`src/rtl/sap_cpu_core.sv`:
```
// Parametrised accumulator CPU core with load/store, add/subtract, carry/zero flags and conditional jumps.
// Optional build macro SAP_CPU_ILLEGAL_TRAP_EN: illegal opcodes halt the core with an all-ones trap signature.
module sap_cpu_core #(
    parameter int DATA_W = 8,
    localparam int AW = DATA_W - 4
) (
    input  logic              i_clk,
    input  logic              i_rst,
    output logic [AW-1:0]     o_mem_addr,
    output logic              o_mem_re,
    output logic              o_mem_we,
    output logic [DATA_W-1:0] o_mem_wdata,
    input  logic [DATA_W-1:0] i_mem_rdata,
    output logic [DATA_W-1:0] o_out,
    output logic              o_out_valid,
    output logic              o_halted,
    output logic [AW-1:0]     o_pc
);

    localparam logic [2:0] FETCH_A = 3'd0;
    localparam logic [2:0] FETCH_W = 3'd1;
    localparam logic [2:0] DECODE  = 3'd2;
    localparam logic [2:0] EXEC    = 3'd3;
    localparam logic [2:0] MEM_W   = 3'd4;
    localparam logic [2:0] WB      = 3'd5;
    localparam logic [2:0] HALT    = 3'd6;

    localparam logic [3:0] OP_NOP = 4'b0000;
    localparam logic [3:0] OP_LDA = 4'b0001;
    localparam logic [3:0] OP_ADD = 4'b0010;
    localparam logic [3:0] OP_SUB = 4'b0011;
    localparam logic [3:0] OP_STA = 4'b0100;
    localparam logic [3:0] OP_LDI = 4'b0101;
    localparam logic [3:0] OP_JMP = 4'b0110;
    localparam logic [3:0] OP_JC  = 4'b0111;
    localparam logic [3:0] OP_JZ  = 4'b1000;
    localparam logic [3:0] OP_OUT = 4'b1110;
    localparam logic [3:0] OP_HLT = 4'b1111;

    logic [2:0]        state_r;
    logic [DATA_W-1:0] a_r;
    logic [DATA_W-1:0] ir_r;
    logic              c_r;
    logic              z_r;

    logic [3:0]        opcode_s;
    logic [AW-1:0]     imm_s;
    logic [DATA_W-1:0] imm_ext_s;
    logic [DATA_W:0]   add_s;
    logic [DATA_W:0]   sub_s;

    // Instruction field decode and ALU; the B operand is the RAM's registered read word during WB.
    always_comb begin
        opcode_s  = ir_r[DATA_W-1 -: 4];
        imm_s     = ir_r[AW-1:0];
        imm_ext_s = {4'b0000, imm_s};
        add_s     = {1'b0, a_r} + {1'b0, i_mem_rdata};
        sub_s     = {1'b0, a_r} - {1'b0, i_mem_rdata};
    end

    // Fetch/decode/execute sequencer; strobes default low and pulse for exactly one cycle.
    always_ff @(posedge i_clk or negedge i_rst) begin
        if (!i_rst) begin
            state_r     <= FETCH_A;
            o_pc        <= {AW{1'b0}};
            a_r         <= {DATA_W{1'b0}};
            ir_r        <= {DATA_W{1'b0}};
            c_r         <= 1'b0;
            z_r         <= 1'b0;
            o_out       <= {DATA_W{1'b0}};
            o_out_valid <= 1'b0;
            o_halted    <= 1'b0;
            o_mem_addr  <= {AW{1'b0}};
            o_mem_re    <= 1'b0;
            o_mem_we    <= 1'b0;
            o_mem_wdata <= {DATA_W{1'b0}};
        end else begin
            o_mem_re    <= 1'b0;
            o_mem_we    <= 1'b0;
            o_out_valid <= 1'b0;
            case (state_r)
                FETCH_A: begin
                    o_mem_addr <= o_pc;
                    o_mem_re   <= 1'b1;
                    state_r    <= FETCH_W;
                end
                FETCH_W: state_r <= DECODE;
                DECODE: begin
                    ir_r    <= i_mem_rdata;
                    o_pc    <= o_pc + AW'(1);
                    state_r <= EXEC;
                end
                EXEC: begin
                    state_r <= FETCH_A;
                    case (opcode_s)
                        OP_NOP: state_r <= FETCH_A;
                        OP_LDI: a_r <= imm_ext_s;
                        OP_JMP: o_pc <= imm_s;
                        OP_JC: begin
                            if (c_r) o_pc <= imm_s;
                        end
                        OP_JZ: begin
                            if (z_r) o_pc <= imm_s;
                        end
                        OP_OUT: begin
                            o_out       <= a_r;
                            o_out_valid <= 1'b1;
                        end
                        OP_STA: begin
                            o_mem_addr  <= imm_s;
                            o_mem_wdata <= a_r;
                            o_mem_we    <= 1'b1;
                        end
                        OP_LDA, OP_ADD, OP_SUB: begin
                            o_mem_addr <= imm_s;
                            o_mem_re   <= 1'b1;
                            state_r    <= MEM_W;
                        end
                        OP_HLT: begin
                            o_halted <= 1'b1;
                            state_r  <= HALT;
                        end
`ifdef SAP_CPU_ILLEGAL_TRAP_EN
                        default: begin
                            o_halted    <= 1'b1;
                            o_out       <= {DATA_W{1'b1}};
                            o_out_valid <= 1'b1;
                            state_r     <= HALT;
                        end
`else
                        default: state_r <= FETCH_A;
`endif
                    endcase
                end
                MEM_W: state_r <= WB;
                WB: begin
                    state_r <= FETCH_A;
                    case (opcode_s)
                        OP_LDA: a_r <= i_mem_rdata;
                        OP_ADD: begin
                            a_r <= add_s[DATA_W-1:0];
                            c_r <= add_s[DATA_W];
                            z_r <= (add_s[DATA_W-1:0] == {DATA_W{1'b0}});
                        end
                        OP_SUB: begin
                            a_r <= sub_s[DATA_W-1:0];
                            c_r <= ~sub_s[DATA_W];
                            z_r <= (sub_s[DATA_W-1:0] == {DATA_W{1'b0}});
                        end
                        default: state_r <= FETCH_A;
                    endcase
                end
                HALT: state_r <= HALT;
                default: state_r <= FETCH_A;
            endcase
        end
    end

endmodule

```
`config.mk`:
```
export PLATFORM = sky130hd
export DESIGN_NAME = sap_cpu_core
export DESIGN_NICKNAME = d
export VERILOG_FILES = /design/src/rtl/sap_cpu_core.sv
export SDC_FILE = /design/constraint.sdc
export NUM_CORES = 1
export LEC_CHECK = 0
export ABC_AREA = 1
export CAP_MARGIN = 30
export CORE_ASPECT_RATIO = 1.4
export CORE_MARGIN = 2
export CORE_UTILIZATION = 35
export CTS_CLUSTER_DIAMETER = 50
export DETAILED_ROUTE_END_ITERATION = 10
export MAX_ROUTING_LAYER = met4
export REMOVE_ABC_BUFFERS = 1
export SYNTH_ARGS = -nofsm -noshare
export SYNTH_HDL_FRONTEND = slang
export SYNTH_SLANG_ARGS = --single-unit
```
`constraint.sdc`:
```
create_clock -name i_clk -period 4.3 [get_ports i_clk]
set_input_delay 0.86 -clock i_clk [delete_from_list [all_inputs] [get_ports i_clk]]
set_output_delay 0.86 -clock i_clk [all_outputs]
set_load 0.02 [all_outputs]
```
==> results.py, run 1 <==
metrics = {
    "run_status": {
        "run_status": "complete, no violations",
    },
    "timing": {
        "timing.final.max_slew_violations": 0,
        "final_critical_path_setup_slack_ns": 1.58,
        "rsz0062_at_grt": "false",
        "max_slew.worst_pin.slew_ns": 0.680,
        "final.min_clock_period_ns": 2.72,
        "timing.final.hold_violations": 0,
        "final.setup.tns_ns": 0,
        "fmax_mhz": 367,
        "finalSetupViolations": 0,
        "clock_skew_ns": 0.00687,
        "worst_slew_margin_rel_pct": 54.6,
        "finalCritPeriodShare_pct": 63.4,
    },
    "layout": {
        "nFillCells": 870,
        "drive_gt1_share_pct": 5.78,
        "antenna-diode-count": 0,
        "final_cell_area_sq_mm": 0.00373,
        "finalNonFillerCells": 555,
        "synthToLayoutAreaGrowth_pct": 20.6,
        "nets_finish": 479,
    },
    "floorplanning": {
        "design.core.area_sq_mm": 0.00856,
        "die_height_um": 115,
        "dieArea_sq_mm": 0.00961,
        "die_width_um": 83.4,
        "ioPinCount": 38,
        "initial_core_util_pct": 36.1,
        "placement_rows": 40,
    },
    "setup_path": {
        "cell_at_the_slowest_stage_of_the_critical_path": "sky130_fd_sc_hd__clkdlybuf4s50_1",
        "worst_ep_arrival_time_ns": 2.96,
        "crit-reg2reg-launch": "a_r[0]$_DFFE_PN0P_",
        "critical_setup_path_class": "in -> reg",
        "timing.critical_path.slowest_cell_delay_ns": 0.51,
        "worstSetupStartpointType": "input pin",
        "worst_setup_path_startpoint": "i_mem_rdata[0]",
        "path_max_fanout": 5,
        "critPathMostFrequentCell": "sky130_fd_sc_hd__nand2_1",
        "crit_path_cell_trace": "clkdlybuf4s50_1 -> ha_1 -> fa_1 -> nand2_1 -> nand2_1 -> nand3_1 -> nand2_1 -> nand2_1 -> nand3_1 -> nor2_1 -> nand2_1 -> nand2_1 -> nand2_1 -> nand2_1",
        "worst_setup_path_end_kind": "flip-flop",
        "critPathRequiredTime_ns": 4.53,
    },
    "synthesis": {
        "synth_area_leaders": "sky130_fd_sc_hd__dfrtp_1, sky130_fd_sc_hd__nand2_1, sky130_fd_sc_hd__ha_1",
        "synthesis.area_per_instance_sq_um": 7.45,
        "syn_area_sq_mm": 0.00309,
        "synth_common_cells": "sky130_fd_sc_hd__nand2_1, sky130_fd_sc_hd__inv_1, sky130_fd_sc_hd__dfrtp_1",
        "postSynth.asyncResetShare_pct": 100,
        "netlist-cell-type-count": 40,
        "post_synthesis_cells": 415,
        "flop_and_latch_count_out_of_synthesis": 49,
        "synth_top_cell_by_area": "sky130_fd_sc_hd__dfrtp_1",
        "dominant_cell_by_count_in_the_synthesized_netlist": "sky130_fd_sc_hd__nand2_1",
        "yosysWarnings": 0,
        "synth.top_cell.area_share_pct": 39.7,
        "number_of_enable_type_register_cells_in_the_synthesized_netlist": 0,
        "synth.yosys.seq_area_share_pct": 39.7,
        "synth_flop_cell": "sky130_fd_sc_hd__dfrtp_1",
    },
    "detailed_routing": {
        "avgRoutedWirePerCell_um": 14.3,
        "drt-initial-drc-count": 107,
        "postRouteWirelength_um": 7940,
        "viasPerCell": 4.88,
        "ant_nets": 0,
        "drc": 0,
        "detail_route.first_pass.iterations": 4,
        "detailroute.via_count": 2707,
    },
    "pwr": {
        "clkPwrFrac_pct": 17.4,
        "internal_power_mw": 1.61,
        "switchingPower_mw": 1.35,
        "power_frac_seq_pct": 28.8,
        "ir_drop_uv": 291,
        "fin_total_pwr_mw": 2.96,
        "share_comb_of_total_power_pct": 53.8,
        "power_density_mw_per_mm2": 794,
        "switching_share_of_power_pct": 45.6,
        "p_leak_nw": 1.88,
    },
    "cts": {
        "worst_skew_pair.late_latency_ns": 0.29,
        "cts.htree.levels": 2,
        "clk_pin_slew_worst_paths_ns": 0.07,
        "cts_setup_buffers": 0,
        "clkSinkCount": 49,
        "cts_inserted_buffers": 5,
        "cts_tree": "yes",
        "post_cts_resized": 0,
        "cts_hold_buf": 0,
        "clock_path_buffers": 2,
        "cts_root_buffer": "sky130_fd_sc_hd__clkbuf_16",
    },
    "global_route": {
        "overflow": 0,
        "grt_antenna_before_repair": 0,
        "first_global_vias": 2733,
        "grt_first_pass_wirelength_um": 13000,
        "maximum_number_of_pins_on_one_net_before_global_route_repair": 50,
        "groute.usage.overall_pct": 17.6,
    },
    "placement": {
        "placed_area_sq_mm": 0.00353,
        "gp_congestion": 0.969,
        "placedCellCount": 547,
        "preCtsSetupSlack_ns": 1.29,
        "number_of_buffers_inserted_by_port_buffering": 37,
        "hpwlAfterDp_um": 6190,
    },
    "worst_hold_path": {
        "hold_start": "o_halted$_DFFE_PN0P_",
        "holdCritPathClass": "reg -> reg",
    },
    "job": {
        "cap_violations": 0,
    },
}
-- placed cells by master, fill, tap and decap left out, types with 3 or more instances in the layout --
cell type                         instances
sky130_fd_sc_hd__o21ai_1                 25
sky130_fd_sc_hd__a31oi_1                  5
sky130_fd_sc_hd__nand2_1                130
sky130_fd_sc_hd__dfrtp_1                 49
sky130_fd_sc_hd__inv_2                    4
sky130_fd_sc_hd__o22ai_1                  3
sky130_fd_sc_hd__inv_1                   50
sky130_fd_sc_hd__nand3_1                 30
sky130_fd_sc_hd__o21ai_0                 17
sky130_fd_sc_hd__clkdlybuf4s50_1         36
sky130_fd_sc_hd__a21oi_1                 13
sky130_fd_sc_hd__ha_1                    18
sky130_fd_sc_hd__clkbuf_16                5
sky130_fd_sc_hd__nor2_1                  29
-- per-stage QoR --
step / util, % / hold slack, ns
2_1_floorplan: - / 0.470
3_3_place_gp: 41.3 / 0.464
3_5_place_dp: 41.3 / 0.470
4_1_cts: 43.6 / 0.491
5_1_grt: 43.6 / 0.514
6_report: 43.6 / 0.485
-- kinds of logic (layout without fill, tap and decap cells) --
logic type | count (synthesis) | in the layout | synth area share [%]
simple gates | 204 | 204 | 28.6
compound gates | 72 | 72 | 13.1
buf+inv | 66 | 101 | 8.83
flops | 49 | 49 | 39.7
fa+ha+maj | 20 | 20 | 8.58
xor+xnor | 3 | 3 | 0.850
mux | 1 | 1 | 0.364
-- power groups by stage --
stage,sequential (mW),clock (mW),combinational [mW]
after floorplan,0.958,0,0.956
after global placement,0.858,0,1.58
after detailed placement,0.862,0,1.60
after CTS,0.855,0.524,1.61
after global routing,0.885,0.544,1.79
final,0.851,0.516,1.59
-- registers in the layout, indices dropped and copies added, names as in the netlist, 3 cells and up --
register,flops
o_pc,4
state_r,3
a_r,8
o_mem_addr,4
o_mem_wdata,8
ir_r,8
o_out,8
-- critical path, delay by kind of cell --
kind	cells	cell delay, ns
AND/OR/NAND/NOR	11	0.88
adder cells (fa/ha/maj)	2	0.70
buffers and inverters	1	0.51
-- final timing paths --
check	to	slack, ns	depth (start not counted)
hold reg to reg	o_halted$_DFFE_PN0P_	0.48	2
min in group asynchronous	o_mem_wdata[0]$_DFFE_PN0P_	0.67	2
setup / recovery	z_r$_DFFE_PN0P_	1.58	14
max in group asynchronous	z_r$_DFFE_PN0P_	3.22	2
setup reg to reg	z_r$_DFFE_PN0P_	2.23	15
hold / removal	o_halted$_DFFE_PN0P_	0.48	2
-- area by class of cell --
cell class              count  area, sq um  share of cell area, %
clock inverters             3         68.8                   1.85
repair buffers             38          373                   10.0
inverters                  55          211                   5.67
well taps                 105          131                   3.52
clock buffers               5          125                   3.36
multi-input cells         300         1590                   42.7
flip-flops and latches     49         1230                   32.9
-- routing by layer --
metal	share of wire [%]	vias to the layer above	GRT usage (%)
met1	41	1241	19.0
met5	0	-	-
li1	-	1396	-
met2	53	50	32.5
met3	2.6	20	1.94
met4	3.5	0	7.85
Power figures use the tool's default switching activity.
==> run 2: changes to the inputs <==
Clock period 4.3 ns to 2.5 ns, I/O delays scaled along.
==> run 2 against run 1 <==
Effect of this change: clock power increased by 51%; critical path depth decreased by 2; final area grew 4.1%; via count up 6.7%; die area did not move; first-iteration DRC count rose by 17%; sequential power is 73% higher; core utilization rose by 1.8 points; wire length is 2.3% higher; sequential cell count stayed put; sequential share of layout area decreased by 1.3 points; register-to-register slack worse by 1.8 ns; largest cell class unchanged.
==> results.py, run 2 (synthesis results as in run 1) <==
metrics = {
    "layout": {
        "mostFrequentLayoutCells": "sky130_fd_sc_hd__nand2_1, sky130_fd_sc_hd__inv_1, sky130_fd_sc_hd__dfrtp_1",
        "antenna-diode-count": 0,
        "synthToLayoutAreaGrowth_pct": 25.5,
        "finalNonFillerCells": 577,
        "nets_finish": 501,
        "postLayoutCoreUtil_pct": 45.3,
        "nFillCells": 849,
        "layout_commonest_cell": "sky130_fd_sc_hd__nand2_1",
        "final_cell_area_sq_mm": 0.00388,
        "drive_gt1_share_pct": 10.2,
    },
    "setup_path": {
        "critPathMostFrequentCell": "sky130_fd_sc_hd__nand2_1",
        "cp.buffers_inverters": 2,
        "worst_ep_arrival_time_ns": 2.51,
        "critical_setup_path_class": "in -> reg",
        "path_max_fanout": 3,
        "critPathRequiredTime_ns": 2.73,
        "worst_setup_path_end_kind": "flip-flop",
        "critPathTopFamily": "simple AND/OR/NAND/NOR gates",
        "worstSetupStartpointType": "input pin",
        "crit_path_cell_trace": "clkdlybuf4s50_1 -> ha_1 -> fa_1 -> inv_1 -> nand2_1 -> nor3_1 -> nand3_1 -> nor2_1 -> nand2_1 -> nand2_1 -> nand2_1 -> nand2_1",
        "cell_at_the_slowest_stage_of_the_critical_path": "sky130_fd_sc_hd__clkdlybuf4s50_1",
        "timing.critical_path.slowest_cell_delay_ns": 0.53,
    },
    "cts": {
        "clk_pin_slew_worst_paths_ns": 0.07,
        "worst_skew_pair.late_latency_ns": 0.29,
        "cts_inserted_buffers": 5,
        "cts_hold_buf": 0,
        "clock_path_buffers": 2,
        "cts_tree": "yes",
        "cts_root_buffer": "sky130_fd_sc_hd__clkbuf_16",
        "cts_setup_buffers": 0,
        "cts.htree.levels": 2,
        "post_cts_resized": 0,
        "clkSinkCount": 49,
    },
    "pwr": {
        "ir_drop_uv": 850,
        "share_comb_of_total_power_pct": 56.4,
        "power_density_mw_per_mm2": 1330,
        "p_leak_nw": 1.98,
        "switching_share_of_power_pct": 45.5,
        "switchingPower_mw": 2.34,
        "power_frac_seq_pct": 28.5,
        "internal_power_mw": 2.81,
        "fin_total_pwr_mw": 5.15,
        "clkPwrFrac_pct": 15.1,
    },
    "global_route": {
        "overflow": 0,
        "groute.usage.overall_pct": 17.9,
        "maximum_number_of_pins_on_one_net_before_global_route_repair": 29,
        "grt_first_pass_wirelength_um": 13100,
        "grt_antenna_before_repair": 0,
        "first_global_vias": 2755,
    },
    "job": {
        "cap_violations": 0,
    },
    "placement": {
        "number_of_buffers_inserted_by_port_buffering": 37,
        "preCtsSetupSlack_ns": -0.0587,
        "placedCellCount": 569,
        "gp_congestion": 0.941,
        "placed_area_sq_mm": 0.00371,
        "hpwlAfterDp_um": 6430,
    },
    "floorplanning": {
        "placement_rows": 40,
        "die_height_um": 115,
        "ioPinCount": 38,
        "initial_core_util_pct": 36.1,
        "dieArea_sq_mm": 0.00961,
        "design.core.area_sq_mm": 0.00856,
        "die_width_um": 83.4,
    },
    "detailed_routing": {
        "drt-initial-drc-count": 125,
        "detailroute.via_count": 2889,
        "viasPerCell": 5.01,
        "avgRoutedWirePerCell_um": 14.1,
        "postRouteWirelength_um": 8120,
        "ant_nets": 0,
        "drc": 0,
        "detail_route.first_pass.iterations": 4,
    },
    "timing": {
        "finalCritPeriodShare_pct": 91.3,
        "final.setup.tns_ns": 0,
        "fmax_mhz": 438,
        "clock_skew_ns": 0.00531,
        "worst_slew_margin_rel_pct": 60.4,
        "timing.final.max_slew_violations": 0,
        "finalSetupViolations": 0,
        "max_slew.worst_pin.slew_ns": 0.592,
        "final.min_clock_period_ns": 2.28,
        "final_critical_path_setup_slack_ns": 0.219,
        "hold_ws_ns": 0.175,
        "rsz0062_at_grt": "false",
        "timing.final.hold_violations": 0,
    },
    "run_status": {
        "run_status": "complete, no violations",
    },
    "worst_hold_path": {
        "holdCritPathClass": "in -> async",
    },
}
## run 2: changes by cell type in the layout (fill, tap and decap cells not counted), sizes merged
cell	change
clkinv	+1
buf	+22
bufinv	-1
## run 2: path summary, 6_finish.rpt
kind                                         endpoint                 start  slack [ns]  cells after the start
min in group i_clk               o_halted$_DFFE_PN0P_  o_halted$_DFFE_PN0P_        0.47                      2
max                                   z_r$_DFFE_PN0P_        i_mem_rdata[0]        0.22                     12
max reg2reg                           z_r$_DFFE_PN0P_    a_r[0]$_DFFE_PN0P_        0.45                     15
min                        o_mem_wdata[0]$_DFFE_PN0P_                 i_rst        0.18                      1
min reg2reg                      o_halted$_DFFE_PN0P_  o_halted$_DFFE_PN0P_        0.47                      2
max in group asynchronous             z_r$_DFFE_PN0P_                 i_rst        1.79                      2
## run 2: layout make-up
type	count	area, sq um	share of cell area (%)
Multi-Input combinational cell	300	1590	41.0
Sequential cell	49	1230	31.6
Timing Repair Buffer	60	551	14.2
Inverter	55	211	5.45
Tap cell	105	131	3.39
Clock buffer	5	125	3.22
Clock inverter	3	43.8	1.13
## run 2: metal layers
metal  global-route usage [%]  wire length [um]  vias to the layer above
met5                        -                 0                        -
met4                     8.82               262                        0
met3                     2.30               257                       16
met2                     33.4              4390                       70
met1                     18.5              3210                     1363
li1                         -                 -                     1440
## run 2: power by group through the flow
stage | sequential (mW) | clock, mW | combinational [mW]
floorplan | 1.65 | 0 | 1.64
global placement | 1.47 | 0 | 2.88
detailed placement | 1.48 | 0 | 2.90
CTS | 1.47 | 0.799 | 2.92
global route | 1.53 | 0.830 | 3.23
finish | 1.47 | 0.779 | 2.90
